**src/rtl/nibble_alu_pkg.sv**
```systemverilog
// Shared types and helpers for the nibble-serial add/subtract controller.
package nibble_alu_pkg;

    localparam int unsigned NIBBLE_W = 4;

    typedef enum logic [1:0] {
        StIdle = 2'd0,
        StRun  = 2'd1,
        StDone = 2'd2
    } state_e;

    typedef struct packed {
        logic c;
        logic v;
        logic n;
        logic z;
    } alu_flags_t;

    // Most-positive (neg=0) or most-negative (neg=1) two's-complement value of a given width.
    function automatic logic [63:0] sat_limit(input int unsigned width, input logic neg);
        logic [63:0] msb;
        msb = 64'd1 << (width - 1);
        sat_limit = neg ? msb : (msb - 64'd1);
    endfunction

endpackage

```
**src/rtl/nibble_addsub_slice.sv**
```systemverilog
// Combinational 4-bit ripple full-adder slice; exposes the carry into bit 3 for overflow detection.
module nibble_addsub_slice
    import nibble_alu_pkg::*;
(
    input  logic [NIBBLE_W-1:0] a,
    input  logic [NIBBLE_W-1:0] b,
    input  logic                cin,
    output logic [NIBBLE_W-1:0] s,
    output logic                cout,
    output logic                c3
);

    logic [NIBBLE_W:0] c;

    always_comb begin
        c    = '0;
        s    = '0;
        c[0] = cin;
        for (int i = 0; i < NIBBLE_W; i++) begin
            s[i]   = a[i] ^ b[i] ^ c[i];
            c[i+1] = (a[i] & b[i]) | (c[i] & (a[i] ^ b[i]));
        end
    end

    assign cout = c[NIBBLE_W];
    assign c3   = c[NIBBLE_W-1];

endmodule

```
**src/rtl/nibble_serial_alu_ctrl.sv**
```systemverilog
// WIDTH-bit add/subtract computed one nibble per cycle through a single shared slice.
// Define NIBBLE_ALU_SAT_EN to saturate the result on signed overflow.
module nibble_serial_alu_ctrl
    import nibble_alu_pkg::*;
#(
    parameter int unsigned WIDTH = 16
) (
    input  logic             clk,
    input  logic             rst_n,
    input  logic             in_valid,
    output logic             in_ready,
    input  logic [WIDTH-1:0] in_a,
    input  logic [WIDTH-1:0] in_b,
    input  logic             in_sub,
    output logic             out_valid,
    input  logic             out_ready,
    output logic [WIDTH-1:0] out_s,
    output logic             out_c,
    output logic             out_v,
    output logic             out_n,
    output logic             out_z
);

    localparam int unsigned NIB   = WIDTH / NIBBLE_W;
    localparam int unsigned CNT_W = $clog2(NIB);

    state_e           state_q, state_d;
    logic [WIDTH-1:0] a_q, a_d;
    logic [WIDTH-1:0] b_q, b_d;
    logic [WIDTH-1:0] res_q, res_d;
    logic [WIDTH-1:0] s_q, s_d;
    logic             sub_q, sub_d;
    logic             carry_q, carry_d;
    logic [CNT_W-1:0] cnt_q, cnt_d;
    alu_flags_t       flags_q, flags_d;
    logic             out_valid_q, out_valid_d;

    logic [NIBBLE_W-1:0] slice_b;
    logic [NIBBLE_W-1:0] slice_s;
    logic                slice_cout;
    logic                slice_c3;
    logic [WIDTH-1:0]    final_s;
    logic [WIDTH-1:0]    final_out;
    logic                v_ovf;
    logic                last_nib;

    // Subtraction is A + ~B + 1; the +1 comes from the carry register preset at accept.
    assign slice_b = sub_q ? ~b_q[NIBBLE_W-1:0] : b_q[NIBBLE_W-1:0];

    nibble_addsub_slice u_slice (
        .a    (a_q[NIBBLE_W-1:0]),
        .b    (slice_b),
        .cin  (carry_q),
        .s    (slice_s),
        .cout (slice_cout),
        .c3   (slice_c3)
    );

    assign final_s  = {slice_s, res_q[WIDTH-1:NIBBLE_W]};
    assign v_ovf    = slice_c3 ^ slice_cout;
    assign last_nib = (cnt_q == CNT_W'(NIB - 1));

`ifdef NIBBLE_ALU_SAT_EN
    logic [WIDTH-1:0] sat_val;

    // On the last nibble a_q[3] is the original sign bit of A.
    assign sat_val   = WIDTH'(sat_limit(WIDTH, a_q[NIBBLE_W-1]));
    assign final_out = v_ovf ? sat_val : final_s;
`else
    assign final_out = final_s;
`endif

    always_comb begin
        state_d     = state_q;
        a_d         = a_q;
        b_d         = b_q;
        res_d       = res_q;
        s_d         = s_q;
        sub_d       = sub_q;
        carry_d     = carry_q;
        cnt_d       = cnt_q;
        flags_d     = flags_q;
        out_valid_d = out_valid_q;
        in_ready    = 1'b0;

        case (state_q)
            StIdle: begin
                in_ready = 1'b1;
                if (in_valid) begin
                    a_d     = in_a;
                    b_d     = in_b;
                    sub_d   = in_sub;
                    carry_d = in_sub;
                    cnt_d   = '0;
                    state_d = StRun;
                end
            end
            StRun: begin
                carry_d = slice_cout;
                a_d     = a_q >> NIBBLE_W;
                b_d     = b_q >> NIBBLE_W;
                res_d   = final_s;
                cnt_d   = cnt_q + CNT_W'(1);
                if (last_nib) begin
                    s_d         = final_out;
                    flags_d.c   = slice_cout;
                    flags_d.v   = v_ovf;
                    flags_d.n   = final_out[WIDTH-1];
                    flags_d.z   = (final_out == '0);
                    out_valid_d = 1'b1;
                    state_d     = StDone;
                end
            end
            StDone: begin
                if (out_ready) begin
                    out_valid_d = 1'b0;
                    state_d     = StIdle;
                end
            end
            default: begin
                state_d = StIdle;
            end
        endcase
    end

    always_ff @(posedge clk or negedge rst_n) begin
        if (!rst_n) begin
            state_q     <= StIdle;
            a_q         <= '0;
            b_q         <= '0;
            res_q       <= '0;
            s_q         <= '0;
            sub_q       <= 1'b0;
            carry_q     <= 1'b0;
            cnt_q       <= '0;
            flags_q     <= '0;
            out_valid_q <= 1'b0;
        end else begin
            state_q     <= state_d;
            a_q         <= a_d;
            b_q         <= b_d;
            res_q       <= res_d;
            s_q         <= s_d;
            sub_q       <= sub_d;
            carry_q     <= carry_d;
            cnt_q       <= cnt_d;
            flags_q     <= flags_d;
            out_valid_q <= out_valid_d;
        end
    end

    assign out_valid = out_valid_q;
    assign out_s     = s_q;
    assign out_c     = flags_q.c;
    assign out_v     = flags_q.v;
    assign out_n     = flags_q.n;
    assign out_z     = flags_q.z;

endmodule
```
**config.mk**
```make
export PLATFORM = sky130hd
export DESIGN_NAME = nibble_serial_alu_ctrl
export DESIGN_NICKNAME = d
export VERILOG_FILES = /design/src/rtl/nibble_alu_pkg.sv /design/src/rtl/nibble_addsub_slice.sv /design/src/rtl/nibble_serial_alu_ctrl.sv
export SDC_FILE = /design/constraint.sdc
export NUM_CORES = 1
export LEC_CHECK = 0
export CAP_MARGIN = 40
export CORE_ASPECT_RATIO = 0.9
export CORE_MARGIN = 2
export CORE_UTILIZATION = 31
export DETAILED_ROUTE_END_ITERATION = 8
export GPL_ROUTABILITY_DRIVEN = 0
export PLACE_DENSITY_LB_ADDON = 0.12
export SLEW_MARGIN = 25
export SYNTH_ARGS = -nofsm -noshare
export SYNTH_HDL_FRONTEND = slang
export SYNTH_HIERARCHICAL = 1
export SYNTH_SLANG_ARGS = --single-unit
```
**constraint.sdc**
```tcl
create_clock -name clk -period 3.2 [get_ports clk]
set_clock_uncertainty 0.05 [all_clocks]
set_input_delay 0.8 -clock clk [delete_from_list [all_inputs] [get_ports clk]]
set_output_delay 0.8 -clock clk [all_outputs]
set_load 0.1 [all_outputs]
```
# [Word-level counts from Yosys, hierarchy flattened]
# Cells that the tools add are included.
[totals] register_bits=75 out_inout_bits=22 elab_cells=68
[classes] addsub=1 n_eq_ne=6 mux=17 bitwise_logic=22 reduce_logical=9
[op_table] operator="case mux 16 bit (2 select lines)" count=2
[op_table] operator="2-to-1 mux 16 bit" count=2
[op_table] operator="logical NOT 16 bit" count=1
[op_table] operator="XOR 1 bit" count=9
[op_table] operator="bitwise AND 1 bit" count=8
[op_table] operator="2-to-1 mux 2 bit" count=4
[op_table] operator="!= test 2 bit, second input constant" count=3
[op_table] operator="case mux 2 bit (3 select lines)" count=1
[op_table] operator="AND reduction 2 bit" count=3
[op_table] operator="AND reduction 3 bit" count=2
[op_table] operator="equality test 2 bit, second input constant" count=2
[op_table] operator="2-to-1 mux 1 bit" count=4
[op_table] operator="2-to-1 mux 4 bit" count=1
[op_table] operator="NOT 4 bit" count=1
[op_table] operator="OR 1 bit" count=4
[op_table] operator="case mux 1 bit (2 select lines)" count=2
[op_table] operator="case mux 2 bit (2 select lines)" count=1
[op_table] operator="nonzero test 2 bit" count=2
[op_table] operator="adder 2 x 1 -> 2 bit, second input constant" count=1
[op_table] operator="equality test 2 x 1 -> 1 bit, second input constant" count=1
[op_table] operator="logical NOT 2 bit" count=1

# [Depth between registers and ports, before layout]
[depth] word_depth=12 depth_mapped=11 depth_no_buf=10

# [Hierarchy]
# Netlist, hierarchy kept.
[by_module_without_submodules] module="nibble_serial_alu_ctrl" instances=1 cells_per_inst=276 area_per_inst_um2=3017.9 seq_area_each_um2=1751.7
[by_module_without_submodules] module="nibble_addsub_slice" instances=1 cells_per_inst=12 area_per_inst_um2=110.1 seq_area_each_um2=0.0

# [Worst setup path before layout]
# No wires, ideal clock.
[synth_timing] path_type="reg-to-reg" start="reg sub_q" end="reg flags_q (netlist bit out_z)" setup_time_ns=0.083 arrival_time_ns=2.606 t_required_ns=3.067 slack_ns=0.462 path_stages_with_launch=12 period_less_slack_ns=2.738 path_cell_list="dfrtp_1 -> clkbuf_1 -> xor2_1 -> fa_1 -> inv_1 -> fa_1 -> fa_1 -> inv_1 -> fa_1 -> nor4_1 -> nand4_1 -> o21ai_0"
[synth_via] elab_chain_len=10 elab_cells_between_ends=19 classes_between="mux (1); bitwise (17); reduce/logical (1)"
[synth_rtl] item="start: declaration" line="nibble_serial_alu_ctrl.sv:32" rtl="logic sub_q, sub_d;"
[synth_rtl] item="start signal: assignment" line="nibble_serial_alu_ctrl.sv:144" rtl="sub_q <= sub_d;"
[synth_rtl] item="2-to-1 mux 4 bit *" line="nibble_serial_alu_ctrl.sv:48" rtl="assign slice_b = sub_q ? ~b_q[NIBBLE_W-1:0] : b_q[NIBBLE_W-1:0];"
[synth_rtl] item="net slice_b[0]" line="nibble_serial_alu_ctrl.sv:38" rtl="logic [NIBBLE_W-1:0] slice_b;"
[synth_rtl] item="XOR 1 bit" line="nibble_addsub_slice.sv:21" rtl="c[i+1] = (a[i] & b[i]) | (c[i] & (a[i] ^ b[i]));"
[synth_rtl] item="bitwise AND 1 bit" line="nibble_addsub_slice.sv:21"
[synth_rtl] item="OR 1 bit *" line="nibble_addsub_slice.sv:21"
[synth_rtl] item="bitwise AND 1 bit *" line="nibble_addsub_slice.sv:21"
[synth_rtl] item="OR 1 bit *" line="nibble_addsub_slice.sv:21"
[synth_rtl] item="bitwise AND 1 bit *" line="nibble_addsub_slice.sv:21"
[synth_rtl] item="OR 1 bit *" line="nibble_addsub_slice.sv:21"
[synth_rtl] item="net slice_c3" line="nibble_serial_alu_ctrl.sv:41" rtl="logic slice_c3;"
[synth_rtl] item="XOR 1 bit *" line="nibble_addsub_slice.sv:20" rtl="s[i] = a[i] ^ b[i] ^ c[i];"
[synth_rtl] item="net slice_s[3]" line="nibble_serial_alu_ctrl.sv:39" rtl="logic [NIBBLE_W-1:0] slice_s;"
[synth_rtl] item="logical NOT 16 bit *" line="nibble_serial_alu_ctrl.sv:109" rtl="flags_d.z = (final_out == '0);"
[synth_rtl] item="end signal: assignment" line="nibble_serial_alu_ctrl.sv:147" rtl="flags_q <= flags_d;"
[synth_rtl] item="end: declaration" line="nibble_serial_alu_ctrl.sv:35" rtl="alu_flags_t flags_q, flags_d;"
# Mark *: on every way through the listed nets, which the timed path passes. The rest lies on a longest branch.
# A chain may end at the register's enable or synchronous reset.

# [Final worst setup path]
# Ends and elaborated chain as after synthesis.

==> impl_metrics.py <==
metrics = {
    "status": {
        "outcome": "complete, no violations",
    },
    "cts": {
        "cts_buffers": 9,
        "clock_latency_ps": 340,
        "cts_setup_buffers": 0,
        "clk_pin_slew_ps": 80,
        "cts_sinks": 70,
        "ctsResizeCount": 0,
        "ctsHoldBuffers": 0,
        "root_buffer": "clkbuf_8",
        "cts_tree": "built",
        "ctsLongestPathBuffers": 2,
        "htreeDepth": 3,
    },
    "detailed_routing": {
        "wl_per_cell_um": 13.2,
        "drtIter0Drc": 86,
        "drt-total-wl_mm": 6.27,
        "via_per_inst": 4.43,
        "drc": 0,
        "drt_pass1_iterations": 4,
        "via_count": 2101,
        "drtAntennaViolNets": 0,
    },
    "final_layout": {
        "area_growth_pct": 26.3,
        "antennaDiodeCount": 0,
        "final_common_cell": "nand2_1",
        "mostFrequentLayoutCells": "nand2_1, dfrtp_1, clkdlybuf4s50_1",
        "finalNetCount": 386,
        "final.fill_count": 965,
        "drive_gt1_share_pct": 19.3,
    },
    "timing": {
        "fmax_mhz": 354,
        "worstMarginPinSlew_ps": 783,
        "layout_min_cycle_time_ps": 2830,
        "rsz0062_at_grt": "no",
        "drv_slew": 0,
        "fin_crit_sh_pct": 88.3,
        "setup_tns_ps": 0,
        "finalHoldViolations": 0,
        "setup_viol": 0,
        "slew_headroom_pct": 47.7,
    },
    "floorplanning": {
        "rows": 34,
        "die_area_mm2": 0.0109,
        "die_h_um": 99.3,
        "ios": 59,
        "core_mm2": 0.00974,
        "die_w_um": 110,
        "start_util_pct": 32.1,
    },
    "synth": {
        "syn_area_mm2": 0.00313,
        "ys_seq_elements": 70,
        "synthDistinctLibCells": 29,
        "netlist_instances": 288,
        "synth.area.top_cells": "dfrtp_1, nand2_1, mux2i_1, mux2_2, o21ai_1",
        "synth_top_area_share_pct": 56.0,
        "synth_top_area_cell": "dfrtp_1",
        "synth.net_count": 330,
        "syn_avg_cell_area_um2": 10.9,
        "yosysSeqAreaShare_pct": 56.0,
        "yosysWarnings": 6,
    },
    "grt": {
        "grt_pass1_wl_mm": 10.3,
        "grt_overflow": 0,
        "grt_max_degree": 46,
        "antenna_found_initial": 0,
        "grt_pass1_vias": 2063,
        "grt.total_usage_pct": 12.4,
    },
    "worst_setup_path": {
        "crit_path_max_fanout": 5,
        "reg2reg_to": "out_z",
        "cp-startpoint": "sub_q",
        "rr_worst_depth": 10,
        "r2r-start": "sub_q",
        "crit_end": "out_z",
        "end_kind": "flip-flop",
        "r2r_slack_ps": 370,
        "criticalPathCategory": "flip-flop to flip-flop",
        "cp-start-kind": "flip-flop",
        "cp.arrival_ps": 3050,
        "required_ps": 3420,
    },
    "placed_design": {
        "io_buffers": 58,
        "hpwl_mm": 4.22,
    },
    "job": {
        "drv_cap": 0,
    },
    "hold_path": {
        "hold_path.class": "primary input to asynchronous set/reset pin",
    },
}
## worst max-delay path, cell delays in order, from the launching register on
cell	delay, ps
dfrtp_1	450
xor2_1	240
fa_1	200
inv_1	50
fa_1	380
fa_1	380
inv_1	110
fa_1	460
nor4_1	200
nand4_1	110
o21ai_0	140
## metal layers
metal  part of all wire (%)  track usage (%)
met1                     48             16.5
met2                     45             18.5
met3                    6.3             5.24
met4                    1.1             3.80
met5                      0                0
## through the flow
stage          cell area (um2)  worst slack (ps)  utilization [%]  cells  hold slack (ps)
3_5_place_dp              3760               372             38.6    459              417
5_1_grt                   3950               126             40.5    474              351
4_1_cts                   3950               361             40.5    474              346
3_3_place_gp              3730               437             38.3    457              412
2_1_floorplan             3130               462                -    288              399
6_report                  3950               373             40.5    474              342
## cells by family (layout without fill, tap and decap cells)
logic type,after synthesis,in the layout,synth area share (%)
compound gates,41,41,7.04
xor+xnor,5,5,1.40
fa+ha+maj,5,5,2.96
buf+inv,29,89,5.72
flops,70,70,56.0
mux,42,42,14.2
simple gates,96,96,12.7
## Yosys cell counts
cell type and number:
nand4_1 1, buf_12 2, nor3b_2 1, buf_4 2, xor2_1 4, nand2b_1 1, clkbuf_1 2, fa_1 4
o31ai_1 1, nor2_1 3, nand3b_1 3, dfrtp_1 70, inv_1 9, o21ai_2 2, a211oi_1 1, mux2i_1 24
ha_1 1, a22oi_1 1, o21ai_0 10, nor4_1 4, mux2_2 18, buf_2 9, a21oi_1 2, xnor2_1 1
nand2_1 82, clkbuf_2 3, o21ai_1 24, buf_6 2, nor2b_1 1
## cell type report
class	instances	area, um2	area share (%)
sequential	70	1750	44.3
multi-input combinational	189	1210	30.7
timing repair buffer	65	608	15.4
tap	126	158	3.99
clock buffer	9	124	3.14
clock inverter	6	63.8	1.62
inverter	9	33.8	0.855
## worst min-delay path by stage
stage | start | end | slack (ps) | cells past startpoint
finish | rst_n | out_valid | 340 | 1
global route | rst_n | out_valid | 350 | 1
CTS | rst_n | out_valid | 350 | 1
detailed placement | b_q[15] | b_q[11] | 420 | 2
global placement | b_q[15] | b_q[11] | 410 | 2
floorplan | b_q[4] | b_q[0] | 400 | 2
## sequential cells by signal, summed over array words and instances, names as in the netlist
signal and cells:
a_q 16, b_q 16, out_s 16, res_q 12, cnt_q 2, state_q 2, carry_q 1, out_c 1
out_v 1, out_valid 1, out_z 1, sub_q 1
Power is not shown: default switching activity piles up to over one toggle a cycle in this logic, so the estimate is an artifact.
